## config.mk

```make
export PLATFORM = sky130hd
export DESIGN_NAME = flash_qspi_rd_seq_flat
export DESIGN_NICKNAME = d
export VERILOG_FILES = /design/src/rtl/flash_qspi_rd_seq_if.sv /design/src/rtl/flash_qspi_rd_seq.sv /design/src/flat_wrapper.sv
export SDC_FILE = /design/constraint.sdc
export NUM_CORES = 1
export LEC_CHECK = 0
export CELL_PAD_IN_SITES_DETAIL_PLACEMENT = 0
export CELL_PAD_IN_SITES_GLOBAL_PLACEMENT = 1
export CORE_MARGIN = 5
export CORE_UTILIZATION = 47
export CTS_CLUSTER_SIZE = 24
export DETAILED_ROUTE_END_ITERATION = 10
export GPL_ROUTABILITY_DRIVEN = 0
export PLACE_DENSITY_LB_ADDON = 0.1
export SYNTH_ARGS = -nofsm -noshare
export SYNTH_HDL_FRONTEND = slang
export SYNTH_SLANG_ARGS = --single-unit
```

## constraint.sdc

```tcl
create_clock -name HCLK -period 5.55 [get_ports HCLK]
set_input_delay 1.11 -clock HCLK [delete_from_list [all_inputs] [get_ports HCLK]]
set_output_delay 1.11 -clock HCLK [all_outputs]
set_load 0.005 [all_outputs]
```

## src/rtl/flash_qspi_rd_seq_if.sv

```systemverilog
// rtl/flash_qspi_rd_seq_if.sv - word read request/response channel between the bus-side flash slave and the QSPI read sequencer
interface flash_qspi_rd_seq_if;
  logic        req_valid;
  logic        req_ready;
  logic [23:0] req_addr;
  logic        resp_valid;
  logic [31:0] resp_data;

  modport master (
    output req_valid,
    output req_addr,
    input  req_ready,
    input  resp_valid,
    input  resp_data
  );

  modport slave (
    input  req_valid,
    input  req_addr,
    output req_ready,
    output resp_valid,
    output resp_data
  );
endinterface

```

## src/rtl/flash_qspi_rd_seq.sv

```systemverilog
// rtl/flash_qspi_rd_seq.sv - Quad I/O Read (EBh) word sequencer that streams sequential words while chip-select stays low
module flash_qspi_rd_seq #(
  parameter int DUMMY       = 4,
  parameter int HOLD_CYCLES = 16,
  parameter int CSH_CYCLES  = 4
) (
  input  logic               HCLK,
  input  logic               HRESET,
  flash_qspi_rd_seq_if.slave bus,
  output logic               fsclk,
  output logic               fcen,
  output logic [3:0]         fdo,
  output logic               fdoe,
  input  logic [3:0]         fdi
);

  typedef enum logic [2:0] {
    ST_IDLE, ST_CMD, ST_ADDR, ST_MODE, ST_DUMMY, ST_DATA, ST_HOLD, ST_CSH
  } state_t;

  localparam logic [7:0] CMD_QIO_READ = 8'hEB;

  state_t      state_q, state_d;
  logic        fsclk_q, fsclk_d;
  logic        fcen_q, fcen_d;
  logic        fdoe_q, fdoe_d;
  logic [3:0]  fdo_q, fdo_d;
  logic        lead_q, lead_d;
  logic [3:0]  sck_cnt_q, sck_cnt_d;
  logic [7:0]  cnt_q, cnt_d;
  logic        go_cmd_q, go_cmd_d;
  logic [23:0] addr_q, addr_d;
  logic [31:0] shift_q, shift_d;
  logic [31:0] resp_data_q, resp_data_d;
  logic        resp_valid_q, resp_valid_d;
  logic        req_ready_q, req_ready_d;

  logic        accept;
  logic        last_sck;
  logic [23:0] req_word;
  logic [23:0] seq_addr;
  logic [4:0]  nib_pos;
  logic [4:0]  nib_lsb;

  assign accept   = bus.req_valid & req_ready_q;
  assign req_word = bus.req_addr & 24'hFFFFFC;
  assign seq_addr = addr_q + 24'd4;

  always_comb begin
    state_d      = state_q;
    fsclk_d      = fsclk_q;
    fcen_d       = fcen_q;
    lead_d       = lead_q;
    sck_cnt_d    = sck_cnt_q;
    cnt_d        = cnt_q;
    go_cmd_d     = go_cmd_q;
    addr_d       = addr_q;
    shift_d      = shift_q;
    resp_data_d  = resp_data_q;
    resp_valid_d = 1'b0;
    last_sck     = 1'b0;
    // Byte k/2 lands in bits [8*(k/2)+:8]; even samples are the high nibble.
    nib_pos      = {sck_cnt_q[2:1], ~sck_cnt_q[0], 2'b00};

    case (state_q)
      ST_IDLE: begin
        if (accept) begin
          addr_d    = req_word;
          state_d   = ST_CMD;
          fcen_d    = 1'b0;
          lead_d    = 1'b1;
          sck_cnt_d = 4'd0;
        end
      end

      ST_CMD, ST_ADDR, ST_MODE, ST_DUMMY, ST_DATA: begin
        case (state_q)
          ST_CMD:   last_sck = (sck_cnt_q == 4'd7);
          ST_ADDR:  last_sck = (sck_cnt_q == 4'd5);
          ST_MODE:  last_sck = (sck_cnt_q == 4'd1);
          ST_DUMMY: last_sck = (sck_cnt_q == 4'(DUMMY - 1));
          default:  last_sck = (sck_cnt_q == 4'd7);
        endcase
        // The first cycle after chip-select falls is an extra low phase for setup.
        if (lead_q) begin
          lead_d = 1'b0;
        end else if (!fsclk_q) begin
          fsclk_d = 1'b1;
        end else begin
          fsclk_d   = 1'b0;
          sck_cnt_d = last_sck ? 4'd0 : sck_cnt_q + 4'd1;
          if (state_q == ST_DATA) begin
            shift_d[nib_pos +: 4] = fdi;
          end
          if (last_sck) begin
            case (state_q)
              ST_CMD:   state_d = ST_ADDR;
              ST_ADDR:  state_d = ST_MODE;
              ST_MODE:  state_d = ST_DUMMY;
              ST_DUMMY: state_d = ST_DATA;
              default: begin
                state_d      = ST_HOLD;
                cnt_d        = 8'd0;
                resp_valid_d = 1'b1;
                resp_data_d  = shift_d;
              end
            endcase
          end
        end
      end

      ST_HOLD: begin
        if (accept) begin
          // A zero continuation address means the flash would wrap; restart instead.
          if (req_word == seq_addr && seq_addr != 24'd0) begin
            addr_d    = seq_addr;
            state_d   = ST_DATA;
            sck_cnt_d = 4'd0;
          end else begin
            addr_d   = req_word;
            state_d  = ST_CSH;
            fcen_d   = 1'b1;
            cnt_d    = 8'd0;
            go_cmd_d = 1'b1;
          end
        end else if (cnt_q == 8'(HOLD_CYCLES - 1)) begin
          state_d  = ST_CSH;
          fcen_d   = 1'b1;
          cnt_d    = 8'd0;
          go_cmd_d = 1'b0;
        end else begin
          cnt_d = cnt_q + 8'd1;
        end
      end

      ST_CSH: begin
        if (cnt_q == 8'(CSH_CYCLES - 1)) begin
          cnt_d = 8'd0;
          if (go_cmd_q) begin
            state_d   = ST_CMD;
            fcen_d    = 1'b0;
            lead_d    = 1'b1;
            sck_cnt_d = 4'd0;
          end else begin
            state_d = ST_IDLE;
          end
        end else begin
          cnt_d = cnt_q + 8'd1;
        end
      end
    endcase

    req_ready_d = (state_d == ST_IDLE) || (state_d == ST_HOLD);

    // Pin drive follows the phase and SCK index being entered, so it only moves on low phases.
    nib_lsb = 5'd20 - {sck_cnt_d[2:0], 2'b00};
    fdoe_d  = 1'b0;
    fdo_d   = 4'h0;
    case (state_d)
      ST_CMD: begin
        fdoe_d = 1'b1;
        fdo_d  = {3'b111, CMD_QIO_READ[~sck_cnt_d[2:0]]};
      end
      ST_ADDR: begin
        fdoe_d = 1'b1;
        fdo_d  = 4'(addr_d >> nib_lsb);
      end
      ST_MODE: begin
        fdoe_d = 1'b1;
        fdo_d  = 4'h0;
      end
      default: begin
        fdoe_d = 1'b0;
        fdo_d  = 4'h0;
      end
    endcase
  end

  always_ff @(posedge HCLK) begin
    if (HRESET) begin
      state_q      <= ST_IDLE;
      fsclk_q      <= 1'b0;
      fcen_q       <= 1'b1;
      fdoe_q       <= 1'b0;
      fdo_q        <= 4'h0;
      lead_q       <= 1'b0;
      sck_cnt_q    <= 4'd0;
      cnt_q        <= 8'd0;
      go_cmd_q     <= 1'b0;
      addr_q       <= 24'd0;
      shift_q      <= 32'd0;
      resp_data_q  <= 32'd0;
      resp_valid_q <= 1'b0;
      req_ready_q  <= 1'b0;
    end else begin
      state_q      <= state_d;
      fsclk_q      <= fsclk_d;
      fcen_q       <= fcen_d;
      fdoe_q       <= fdoe_d;
      fdo_q        <= fdo_d;
      lead_q       <= lead_d;
      sck_cnt_q    <= sck_cnt_d;
      cnt_q        <= cnt_d;
      go_cmd_q     <= go_cmd_d;
      addr_q       <= addr_d;
      shift_q      <= shift_d;
      resp_data_q  <= resp_data_d;
      resp_valid_q <= resp_valid_d;
      req_ready_q  <= req_ready_d;
    end
  end

  assign fsclk          = fsclk_q;
  assign fcen           = fcen_q;
  assign fdo            = fdo_q;
  assign fdoe           = fdoe_q;
  assign bus.req_ready  = req_ready_q;
  assign bus.resp_valid = resp_valid_q;
  assign bus.resp_data  = resp_data_q;

endmodule

```

## src/flat_wrapper.sv

```systemverilog
// flat-port wrapper written by rule: the top's interface ports become plain ports
module flash_qspi_rd_seq_flat 
#(
  parameter int DUMMY       = 4,
  parameter int HOLD_CYCLES = 16,
  parameter int CSH_CYCLES  = 4
)
  (HCLK, HRESET, fsclk, fcen, fdo, fdoe, fdi, bus_req_valid, bus_req_addr, bus_req_ready, bus_resp_valid, bus_resp_data);
  flash_qspi_rd_seq_if bus_i ();
  input  logic HCLK;
  input  logic HRESET;
  output logic fsclk;
  output logic fcen;
  output logic [3:0] fdo;
  output logic fdoe;
  input  logic [3:0] fdi;
  input wire logic [$bits(bus_i.req_valid)-1:0] bus_req_valid;
  input wire logic [$bits(bus_i.req_addr)-1:0] bus_req_addr;
  output wire logic [$bits(bus_i.req_ready)-1:0] bus_req_ready;
  output wire logic [$bits(bus_i.resp_valid)-1:0] bus_resp_valid;
  output wire logic [$bits(bus_i.resp_data)-1:0] bus_resp_data;
  assign bus_i.req_valid = bus_req_valid;
  assign bus_i.req_addr = bus_req_addr;
  assign bus_req_ready = bus_i.req_ready;
  assign bus_resp_valid = bus_i.resp_valid;
  assign bus_resp_data = bus_i.resp_data;
  flash_qspi_rd_seq #(.DUMMY(DUMMY), .HOLD_CYCLES(HOLD_CYCLES), .CSH_CYCLES(CSH_CYCLES)) u_core (.HCLK(HCLK), .HRESET(HRESET), .bus(bus_i), .fsclk(fsclk), .fcen(fcen), .fdo(fdo), .fdoe(fdoe), .fdi(fdi));
endmodule
```

==> results.sh <==
export IMPL_synth_ff_type="dfxtp_1"
export IMPL_cellLeakagePower_nw=2.971
export IMPL_fin_nets=979
export IMPL_cts_sinks=114
export IMPL_synthCells=910
export IMPL_cts_root_buffer="clkbuf_16"
export IMPL_yosys_warnings=0
export IMPL_setup_tns_final_ps=0
export IMPL_yosys_top_cells_area="dfxtp_1, mux2i_1, nor2_1, nand2_1, a21oi_1"
export IMPL_cp_end_kind="flip-flop"
export IMPL_via_per_inst=6.241
export IMPL_period_share_pct=84.77
export IMPL_die_h_um=134.3
export IMPL_path_cells="clkdlybuf4s50_1 > xnor2_1 > a21o_1 > nand4b_1 > a2111o_1 > or4b_4 > nor4_4 > nand3_2 > o31a_1 > a31oi_1 > o22ai_1 > o41ai_2"
export IMPL_critPathLaunchType="input port"
export IMPL_grt_usage_pct=23.06
export IMPL_cp_slowest_stage_delay_ps=570
export IMPL_grt_pass1_vias=6485
export IMPL_pin_count=72
export IMPL_critPathTopFamily="compound AO/OA/AOI/OAI gates"
export IMPL_crit_arrival_ps=5020
export IMPL_clk_path_buf_depth=2
export IMPL_rows=45
export IMPL_async_reset_ff_share_pct=0
export IMPL_insertedDiodeCount=0
export IMPL_drcViolationCount=0
export IMPL_syn2layout_area_growth_pct=17.50
export IMPL_core_area_um2=15200
export IMPL_dr_total_vias=7133
export IMPL_initial_core_util_pct=47.74
export IMPL_clk_transition_reported_paths_ps=50
export IMPL_dr_pass1_iters=6
export IMPL_die_w_um=134.3
export IMPL_power_frac_comb_pct=22.8
export IMPL_globalRouteOverflowTotal=0
export IMPL_cts_resized=0
export IMPL_grt_first_pass_wirelength_um=33820
export IMPL_pwr_share_seq_pct=36.0
export IMPL_total_power_mw=2.682
export IMPL_tritoncts="built"
export IMPL_dp_hpwl_um=15370
export IMPL_cp_max_fo=6
export IMPL_p_switching_uw=840.4
export IMPL_place_area_um2=7925
export IMPL_clockPowerShare_pct=41.3
export IMPL_cts_setup_buffers=0
export IMPL_switching_share_pct=31.33
export IMPL_dieArea_um2=18030
export IMPL_max_cap_viol_count=0
export IMPL_grt_setup_unrepaired="false"
export IMPL_critPathKind="input port to flip-flop"
export IMPL_fin_area_um2=8528
export IMPL_ys_seq_area_share_pct=31.44
export IMPL_synth_edf_count=0
export IMPL_yosysMostFrequentCell="dfxtp_1"
export IMPL_synth_common_cells="dfxtp_1, nor2_1, nand2_1, a21oi_1, mux2i_1"
export IMPL_setup_viol=0
export IMPL_maxSlewViolCount=0
export IMPL_clk_latency_ps=410
export IMPL_p_int_mw=1.842
export IMPL_hold_class="flip-flop to flip-flop"
export IMPL_cts_buffers_inserted=17
export IMPL_p_per_area_nw_per_um2=314.5
export IMPL_final_antenna_net_count=0
export IMPL_slew_headroom_pct=30.93
export IMPL_fmax_mhz=212.6
export IMPL_finalClockSkew_ps=6.206
export IMPL_initialDrtViolationCount=713
export IMPL_grt_max_degree=66
export IMPL_crit_path_top_delay_cell="or4b_4"
export IMPL_ys_types=89
export IMPL_port_buffers=69
export IMPL_wirelength_um=20860
export IMPL_synthesis_nets=947
export IMPL_synth_seq_cells=114
export IMPL_syn_avg_cell_area_um2=7.976
export IMPL_status="finished clean"
export IMPL_cp_required_ps=5860
export IMPL_netlist_area_um2=7258
export IMPL_hold_viol_final=0
export IMPL_wl_per_cell_um=18.25
export IMPL_yosys_area_top_type="dfxtp_1"
export IMPL_antenna_found_initial=0
export IMPL_fin_crit_ps=4705
export IMPL_tightest_slew_ps=1036
export IMPL_ctsHtreeMaxLevel=4
export IMPL_cts_hold_repair_buffers=0
export IMPL_netlist_area_leader_share_pct=31.44
export IMPL_drive_gt1_share_pct=8.063
export IMPL_ir_drop_uv=268.8
export IMPL_crit_buf_inv=1
area by class of cell:
| type | instances | area (um2) |
|---|---|---|
| Clock buffer | 20 | 446.7 |
| Clock inverter | 12 | 156.4 |
| Fill cell | 1415 | 6674 |
| Inverter | 15 | 56.30 |
| Multi-Input combinational cell | 718 | 4611 |
| Sequential cell | 114 | 2282 |
| Tap cell | 188 | 235.2 |
| Timing Repair Buffer | 76 | 740.7 |
cell families (layout without fill, tap and decap cells):
logic type      after synthesis  in the layout  synth area share [%]
flops                       114            114                 31.44
buf+inv                      78            123                 5.051
fa+ha+maj                     6              6                 1.034
mux                          57             57                 7.895
xor+xnor                     37             37                 4.465
compound gates              231            231                 22.15
simple gates                387            387                 27.96
power by group through the flow:
stage	Sequential [mW]	Clock, mW	Combinational [mW]
2_1_floorplan	0.919	0	0.452
3_3_place_gp	0.976	0	0.586
3_5_place_dp	0.980	0	0.591
4_1_cts	0.962	1.13	0.597
5_1_grt	0.976	1.17	0.660
6_report	0.965	1.11	0.611
layer usage:
layer / global-route usage (%) / vias to the layer above / part of all wire [%]
met1: 32.42 / 3380 / 47
met3: 8.927 / 22 / 9.7
li1: - / 3428 / -
met5: 0 / - / 0
met4: 4.808 / 0 / 0.87
met2: 33.60 / 303 / 43
per-stage QoR:
step	utilization [%]	hold slack (ps)	instances	setup WS, ps
after detailed placement	52.13	447.7	1111	580.2
after global routing	56.10	476.4	1143	612.9
after floorplan	-	435.7	910	1789
after CTS	56.10	455.3	1143	1014
final	56.10	456.5	1143	845.2
after global placement	52.13	441.9	1111	636.7
state kept, by name (all words and copies together) (netlist names), 3 cells and up:
signal	cells
u_core.shift_q	32
u_core.bus.resp_data	32
u_core.addr_q	24
u_core.cnt_q	8
u_core.sck_cnt_q	4
u_core.fdo	4
u_core.state_q	3
worst paths after layout:
check | from | endpoint | slack, ps | cells past startpoint
worst max-delay path | bus_req_addr[12] | u_core.fdo[0]$_SDFF_PP0_ | 850 | 12
worst min register to register | u_core.shift_q[16]$_SDFFE_PP0P_ | u_core.shift_q[16]$_SDFFE_PP0P_ | 460 | 2
worst min-delay path | u_core.shift_q[16]$_SDFFE_PP0P_ | u_core.shift_q[16]$_SDFFE_PP0P_ | 460 | 2
worst max register to register | u_core.addr_q[2]$_SDFF_PP0_ | u_core.fdo[2]$_SDFF_PP0_ | 940 | 12
cells in the final DEF, fill, tap and decap left out, types with 6 or more instances in the layout:
cell type	instances
a211oi_1	38
a21oi_1	57
a31oi_1	11
and2_1	13
and3_1	16
buf_4	8
clkbuf_16	17
clkdlybuf4s50_1	68
dfxtp_1	114
ha_1	6
inv_1	15
mux2i_1	55
nand2_1	87
nand2b_1	6
nand3_1	40
nand4_1	20
nor2_1	113
nor2b_1	9
nor3_1	15
nor3b_1	6
nor4_1	9
o21ai_0	39
o31ai_1	7
or4_1	7
xnor2_1	24
xor2_1	13
worst reg2reg max path, stage by stage, from the launching register on:
cell	delay [ps]
dfxtp_1	490
ha_1	370
nand4_4	230
o41ai_1	710
and2_1	300
nand4_1	100
or4b_4	560
o211a_1	290
a21oi_1	470
or2_0	410
a221o_1	230
a21oi_1	70
o32ai_1	270
Note: power is estimated with default switching activity, not from simulation.
